**src/rtl/reg_file_if.sv**
```systemverilog
// ---------------------------------------------------------------------------
// reg_file_if
//   Bundles the operand-read and writeback signals of the register file.
//
//   Signals (names match the datapath nets they carry):
//     RA, RB     read addresses for ports A and B      (master -> slave)
//     RW         write address                         (master -> slave)
//     Bus_W      write data                            (master -> slave)
//     reg_write  write enable, active high             (master -> slave)
//     Bus_A      read data for RA                      (slave  -> master)
//     Bus_B      read data for RB                      (slave  -> master)
//
//   Handshake: none. Reads are combinational and always valid; a write is
//   taken on every rising clock edge where reg_write is 1. There is no
//   valid/ready pair and no stall.
// ---------------------------------------------------------------------------
interface reg_file_if #(
  parameter int DATA_W = 32,
  parameter int ADDR_W = 5
);

  logic [ADDR_W-1:0] RA;
  logic [ADDR_W-1:0] RB;
  logic [ADDR_W-1:0] RW;
  logic [DATA_W-1:0] Bus_W;
  logic              reg_write;
  logic [DATA_W-1:0] Bus_A;
  logic [DATA_W-1:0] Bus_B;

  // Datapath / decode side drives addresses and writeback data.
  modport master (
    output RA,
    output RB,
    output RW,
    output Bus_W,
    output reg_write,
    input  Bus_A,
    input  Bus_B
  );

  // Register file side.
  modport slave (
    input  RA,
    input  RB,
    input  RW,
    input  Bus_W,
    input  reg_write,
    output Bus_A,
    output Bus_B
  );

endinterface

```
**src/rtl/reg_file.sv**
```systemverilog
// ---------------------------------------------------------------------------
// reg_file
//   General-purpose register file: 2**ADDR_W registers of DATA_W bits.
//   Two combinational read ports (A, B) and one synchronous write port (W).
//   Register 0 always reads as zero and ignores writes.
//
//   Ports:
//     clk    system clock; writes commit on its rising edge
//     rst_n  asynchronous active-low reset; clears every register
//     bus    reg_file_if.slave (RA, RB, RW, Bus_W, reg_write, Bus_A, Bus_B)
//
//   Read/write to the same address in one cycle is not forwarded: the read
//   shows the old value until the edge, then the new one through the
//   combinational read path.
// ---------------------------------------------------------------------------
module reg_file #(
  parameter int DATA_W = 32,
  parameter int ADDR_W = 5
) (
  input  logic      clk,
  input  logic      rst_n,
  reg_file_if.slave bus
);

  localparam int DEPTH = 1 << ADDR_W;

  logic [DATA_W-1:0] regs_q [DEPTH];
  logic [DATA_W-1:0] regs_d [DEPTH];

  // Next-state: copy current contents, apply the single write, then pin R0.
  always_comb begin
    regs_d = regs_q;
    if (bus.reg_write && (bus.RW != '0)) begin
      regs_d[bus.RW] = bus.Bus_W;
    end
    regs_d[0] = '0;
  end

  // Reset wins over any write in flight; release needs no extra sync stage
  // because the first edge after release simply samples regs_d.
  always_ff @(posedge clk or negedge rst_n) begin
    if (!rst_n) begin
      for (int i = 0; i < DEPTH; i++) begin
        regs_q[i] <= '0;
      end
    end else begin
      regs_q <= regs_d;
    end
  end

  // Zero-latency reads. The R0 guard is kept explicit even though regs_q[0]
  // is always zero, so the read rule does not depend on the storage detail.
  // During reset every register is already zero, so both buses read zero.
  assign bus.Bus_A = (bus.RA == '0) ? '0 : regs_q[bus.RA];
  assign bus.Bus_B = (bus.RB == '0) ? '0 : regs_q[bus.RB];

endmodule

```
**src/flat_wrapper.sv**
```systemverilog
// flat-port wrapper written by rule: the top's interface ports become plain ports
module reg_file_flat 
#(
  parameter int DATA_W = 32,
  parameter int ADDR_W = 5
)
  (clk, rst_n, bus_RA, bus_RB, bus_RW, bus_Bus_W, bus_reg_write, bus_Bus_A, bus_Bus_B);
  reg_file_if #(.DATA_W(DATA_W), .ADDR_W(ADDR_W)) bus_i ();
  input  logic clk;
  input  logic rst_n;
  input wire logic [$bits(bus_i.RA)-1:0] bus_RA;
  input wire logic [$bits(bus_i.RB)-1:0] bus_RB;
  input wire logic [$bits(bus_i.RW)-1:0] bus_RW;
  input wire logic [$bits(bus_i.Bus_W)-1:0] bus_Bus_W;
  input wire logic [$bits(bus_i.reg_write)-1:0] bus_reg_write;
  output wire logic [$bits(bus_i.Bus_A)-1:0] bus_Bus_A;
  output wire logic [$bits(bus_i.Bus_B)-1:0] bus_Bus_B;
  assign bus_i.RA = bus_RA;
  assign bus_i.RB = bus_RB;
  assign bus_i.RW = bus_RW;
  assign bus_i.Bus_W = bus_Bus_W;
  assign bus_i.reg_write = bus_reg_write;
  assign bus_Bus_A = bus_i.Bus_A;
  assign bus_Bus_B = bus_i.Bus_B;
  reg_file #(.DATA_W(DATA_W), .ADDR_W(ADDR_W)) u_core (.clk(clk), .rst_n(rst_n), .bus(bus_i));
endmodule
```
**config.mk**
```make
export PLATFORM = sky130hd
export DESIGN_NAME = reg_file_flat
export DESIGN_NICKNAME = d
export VERILOG_FILES = /design/src/rtl/reg_file_if.sv /design/src/rtl/reg_file.sv /design/src/flat_wrapper.sv
export SDC_FILE = /design/constraint.sdc
export NUM_CORES = 2
export LEC_CHECK = 0
export CORE_MARGIN = 3
export CORE_UTILIZATION = 45
export DETAILED_ROUTE_END_ITERATION = 10
export SYNTH_ARGS = -nofsm -noshare
export SYNTH_HDL_FRONTEND = slang
export SYNTH_SLANG_ARGS = --single-unit
```
**constraint.sdc**
```tcl
create_clock -name clk -period 2.8 [get_ports clk]
set_clock_uncertainty 0.2 [all_clocks]
set_input_delay 0.42 -clock clk [delete_from_list [all_inputs] [get_ports clk]]
set_output_delay 0.42 -clock clk [all_outputs]
set_load 0.01 [all_outputs]
```
==> impl_metrics.tcl <==
set metrics [dict create \
    status "finished, violations left" \
    violations "setup timing" \
    drv_cap 0 \
    leakagePower_nw 29.39 \
    ys_seq_area_share_pct 46.31 \
    yosys.area.top_type "dfrtp_1" \
    cp_top_family "multiplexers" \
    fillers 9547 \
    port_buffers 113 \
    avgSynthCellArea_um2 13.23 \
    grtUsageTotal_pct 28.10 \
    gp_congestion 0.8467 \
    die_h_um 351.1 \
    path_cells "mux4_2 -> a22o_1 -> a31oi_4 -> nor3_2 -> buf_6" \
    viasPerCell 6.274 \
    cp_max_fo 2 \
    initial_utilization_pct 45.76 \
    wl_per_cell_um 29.13 \
    synth_top_area_share_pct 46.31 \
    final-setup-viol-count 56 \
    min_period_over_period_pct 106.4 \
    ctsLongestPathBuffers 3 \
    path_buf_inv 1 \
    regMostFlops "u_core.regs_q" \
    grt_max_degree 140 \
    cp.required_ns 2.18 \
    reg2reg_depth 3 \
    hold_path_class "input port to asynchronous set/reset pin" \
    synth.area.top_cells "dfrtp_1, mux2_2, mux2i_1" \
    cts_tree "done" \
    syn_inst 4052 \
    synth-async-reset-ratio_pct 100.0 \
    routed_wl_um 173300 \
    grt_overflow 0 \
    synth.most_common_cell "mux2_2" \
    ys_warn_count 0 \
    synthFlopType "dfrtp_1" \
    mappedNetlistArea_um2 53610 \
    drive_above_1_share_pct 48.37 \
    peakVddDrop_mv 0.4760 \
    slew_headroom_pct 38.54 \
    synthTopCellsByCount "mux2_2, dfrtp_1, mux2i_1, o22ai_1, clkbuf_1" \
    antenna_found_initial 1 \
    rsz0062_at_grt "yes" \
    fmax_mhz 335.8 \
    cts_buffers 111 \
    largest_reg_flops 992 \
    ant_nets 0 \
    hpwl_um 111500 \
    io_pins 114 \
    drtIter0Drc 2883 \
    worstSetupEndpointType "output pin" \
    synth.distinct_cells 40 \
    finalCriticalPeriod_ns 2.978 \
    area_growth_pct 22.18 \
    die_w_um 351.1 \
    drc 0 \
    rows 125 \
    worstSetupStartpointType "flop" \
    syn_nets 4102 \
    synth_seq_cells 992 \
    critical_path_class "flop to output pin" \
    worst_slew_pin_slew_ns 0.9219 \
    path_depth 5 \
    fin_ws_ns -0.1780 \
    reg.largest.list "u_core.regs_q x992" \
    die_area_um2 123300 \
    place_inst 5746 \
    grt_pass1_vias 38280 \
    dr_total_vias 37340 \
    path_clk_slew_ns 0.06 \
    crit_path_max_incr_delay_ns 0.52 \
    finalPower_mw 44.21 \
    grt_pass1_wl_um 259100 \
    synth-edff-count 0 \
    core-area_um2 117100 \
    hold_violations 0 \
    instances_no_fill 5951 \
    finalNetCount 4386 \
    cp.arrival_ns 2.36 \
    clk-insertion-delay-late_ns 0.68 \
    firstDrtPassIters 7 \
    slew_viol_final 0 \
    cp_slowest_cell "mux4_2" \
    power_density_nw_per_um2 675.0 \
    htree_levels 3 \
    clkSinkCount 992 \
    setup_tns_ns -4.466 \
    clock-root-buffer "clkbuf_16" \
]
## per-stage QoR
| stage | hold WS [ns] | worst slack (ns) | area [µm²] | utilization (%) |
|---|---|---|---|---|
| after floorplan | -0.07559 | 0.3526 | 53610 | - |
| after CTS | 0.2283 | -0.2423 | 65240 | 55.69 |
| final | 0.2459 | -0.1780 | 65500 | 55.91 |
| after global routing | 0.2575 | -0.2148 | 65490 | 55.91 |
| after global placement | 0.2889 | -0.9971 | 60390 | 51.55 |
| after detailed placement | 0.3011 | -0.9570 | 60390 | 51.55 |
## path summary, 6_finish.rpt
kind                                    start                 end  slack [ns]
setup / recovery           u_core.regs_q[672]        bus_Bus_A[0]       -0.18
hold / removal                          rst_n  u_core.regs_q[768]        0.25
setup reg to reg           u_core.regs_q[570]  u_core.regs_q[570]        1.59
hold reg to reg             u_core.regs_q[99]   u_core.regs_q[99]        0.31
max in group asynchronous               rst_n   u_core.regs_q[86]        1.28
min in group clk            u_core.regs_q[99]   u_core.regs_q[99]        0.31
## cell families after synthesis
family	count (synthesis)	synth area share [%]
mux	1826	39.57
flops	992	46.31
compound gates	509	6.687
buf+inv	426	4.215
simple gates	299	3.216
## metal layers
layer  part of all wire, %  wire length [µm]  GRT usage [%]  up-vias
met4                   2.6              4441          7.576        2
met2                    46             79530          44.24     1141
met5                0.0081                14              0        -
met3                   6.1             10660          4.967      269
met1                    45             78710          40.14    19910
li1                      -                 -              -    16020
## power breakdown
part / total, mW / internal [mW] / leakage (nW) / switching, mW
Sequential: 19.3 / 17.2 / 12.7 / 2.12
Clock: 15.2 / 8.99 / 1.88 / 6.22
Combinational: 9.72 / 5.52 / 14.8 / 4.20
Total: 44.2 / 31.7 / 29.4 / 12.5
## what timing repair did
action | CTS | global route
cloned | 4 | 0
gates resized for setup | 490 | 36
pin swaps | 103 | 21
buffers inserted | 30 | 8
hold endpoints to repair | 867 | 0
hold buffers | 1 | 0
endpoints found under the setup margin | 64 | 64
## cell type report
| class | instances | area [µm²] | share of cell area (%) |
|---|---|---|---|
| Clock buffer | 156 | 3329 | 5.083 |
| Clock inverter | 47 | 494.2 | 0.7546 |
| Antenna cell | 1 | 2.502 | 0.003821 |
| Timing Repair Buffer | 597 | 6867 | 10.48 |
| Multi-Input combinational cell | 2634 | 28070 | 42.86 |
| Sequential cell | 992 | 24820 | 37.90 |
| Tap cell | 1524 | 1907 | 2.911 |
## layout by cell type (no fill, tap or decap), types with 14 or more instances in the layout
cell             synthesis  routed
mux2_2                1047    1046
a22oi_1                 63      62
nor3_1                 161     128
mux4_2                 129     129
a22o_1                  31      30
clkbuf_16                0     113
a31oi_4                  0      24
buf_6                   17      26
nor2_4                   0      16
nand2_2                  1      17
a221o_1                 63      63
clkbuf_8                 0      34
nor4_2                  19      22
a211oi_2                 1      17
nor2b_4                  0      25
mux2i_1                641     641
buf_4                   60     300
buf_2                  154      48
a21oi_2                  0      14
o22ai_1                256     253
a21oi_1                 32      16
nor3_2                   0      22
clkinv_2                 0      23
buf_12                   5     170
dfrtp_1                992     992
clkdlybuf4s50_1          0      38
## worst reg2reg max path, cell delays in order, from the launching register on
cell and delay (ns):
dfrtp_1 0.39, buf_4 0.14, buf_4 0.12, mux2_2 0.25
No activity file was read; power rests on OpenSTA's default activity.
==> variant (config.mk and constraints unchanged) <==
`ADDR_W` is set to 5 in 3 places; all go to 4.
--- a/src/rtl/reg_file_if.sv
+++ b/src/rtl/reg_file_if.sv
@@ -16,7 +16,7 @@
 // ---------------------------------------------------------------------------
 interface reg_file_if #(
   parameter int DATA_W = 32,
-  parameter int ADDR_W = 5
+  parameter int ADDR_W = 4
 );
 
   logic [ADDR_W-1:0] RA;
--- a/src/rtl/reg_file.sv
+++ b/src/rtl/reg_file.sv
@@ -15,7 +15,7 @@
 // ---------------------------------------------------------------------------
 module reg_file #(
   parameter int DATA_W = 32,
-  parameter int ADDR_W = 5
+  parameter int ADDR_W = 4
 ) (
   input  logic      clk,
   input  logic      rst_n,
--- a/src/flat_wrapper.sv
+++ b/src/flat_wrapper.sv
@@ -2,7 +2,7 @@
 module reg_file_flat 
 #(
   parameter int DATA_W = 32,
-  parameter int ADDR_W = 5
+  parameter int ADDR_W = 4
 )
   (clk, rst_n, bus_RA, bus_RB, bus_RW, bus_Bus_W, bus_reg_write, bus_Bus_A, bus_Bus_B);
   reg_file_if #(.DATA_W(DATA_W), .ADDR_W(ADDR_W)) bus_i ();
Interface: changed (resized bus_RA, bus_RB and bus_RW); port bits go from 114 to 111. No check against the original RTL was run, so the function may have changed too.
==> variant against the unedited design <==
The flow still finishes with violations (negative setup slack); synthesized area down 51%; register-to-register slack lost 0.02 ns; worst setup slack improved by 0.18 ns; sequential cell count decreased by 512; combinational power down 41%; critical endpoint is now bus_Bus_B[31]; routed wire length is 53% lower; non-clock buffer count is 225 lower; total power fell by 49%; critical path type unchanged; final area shrank 51%; largest cell class unchanged; sequential share of layout area fell by 0.62 points.
==> variant: results (changes against the unedited design) <==
[final_layout]
area_growth_pct = 23.6
drive_above_1_share = 0.516  ; +0.0322
fin_nets = 2204  ; -50%

[placement]
dp_hpwl_mm = 53.2  ; -52%
dp_cells = 2813  ; -51%
placed_area_um2 = 29700  ; -51%
port_buffers = 110  ; -2.7%

[synth]
syn-num-nets = 1966  ; -52%
synth_area_leaders = dfrtp_1 46%, mux2_2 22%, mux4_2 11%, mux2i_1 6.1%, buf_2 1.5%
synthMuxAreaShare = 0.401  ; +0.00535
synth_compound_area_frac = 0.0627  ; -0.00422
ys_types = 36  ; -10%

[global_route]
globalRouteMet2Util = 0.438  ; -0.00473
antenna_found_initial = 4  ; +3
grt_use_total = 0.272  ; -0.00904
grt_max_degree = 79  ; -44%
grt_pass1_vias = 19525  ; -49%

[worst_setup_path]
r2r-end = u_core.regs_q[283]$_DFFE_PN0P_
slowest_delay_ns = 0.38  ; -0.14 ns
ff2ff_setup_slack_ns = 1.57  ; -0.02 ns
cp_top_family = compound AO/OA/AOI/OAI gates
crit_end = bus_Bus_B[31]
critPathArrivalTime_ns = 2.18  ; -0.18 ns
worstReg2RegStart = u_core.regs_q[283]$_DFFE_PN0P_
startpoint = u_core.regs_q[415]$_DFFE_PN0P_

[routing]
vias_per_cell = 6.21  ; -1.1%
drt_iter0_drc = 1413  ; -51%
vias = 18322  ; -51%
wire_per_inst_um = 27.7  ; -4.7%

[clocking]
cts_buffers = 54  ; -51%
clk-insertion-delay-late_ns = 0.61  ; -0.07 ns

[timing]
final.setup.tns_ns = -0.00304  ; +4.46 ns
setup_slack_ns = -0.00205  ; +0.176 ns
finalSetupViolations = 2  ; -96%

[power]
ir_drop_mv = 0.516  ; +8.4%

[status]
violations = negative setup slack
status = complete, but fails checks

[variant: repair_timing]
item / in CTS / in global routing
gates resized for setup: 233 / 74
setup buffers: 34 / 14
hold endpoints to repair: 76 / 0
pin swaps: 25 / 12
gates cloned: 1 / 0
setup endpoints to repair: 64 / 49
hold buffers: 1 / 0
[variant: where the power goes]
part / switching (uW) / total (uW) / internal, uW / leakage, uW
Clock: 2880 / 7100 / 4220 / 0.000859
Combinational: 2400 / 5780 / 3380 / 0.00714
Sequential: 1210 / 9780 / 8570 / 0.00589
Total: 6490 / 22700 / 16200 / 0.0139
[variant: cell type report]
class / count / area share
multi-input cells: 1245 / 0.428
flip-flops and latches: 480 / 0.373
repair buffers: 372 / 0.115
clock buffers: 83 / 0.0504
well taps: 756 / 0.0294
clock inverters: 10 / 0.00396
inverters: 4 / 0.000583
diodes: 2 / 0.000155
[variant: routing by layer]
metal	part of all wire	vias to the layer above
met5	0.00012	-
met4	0.037	2
met3	0.063	186
met2	0.47	585
met1	0.42	9727
li1	-	7822
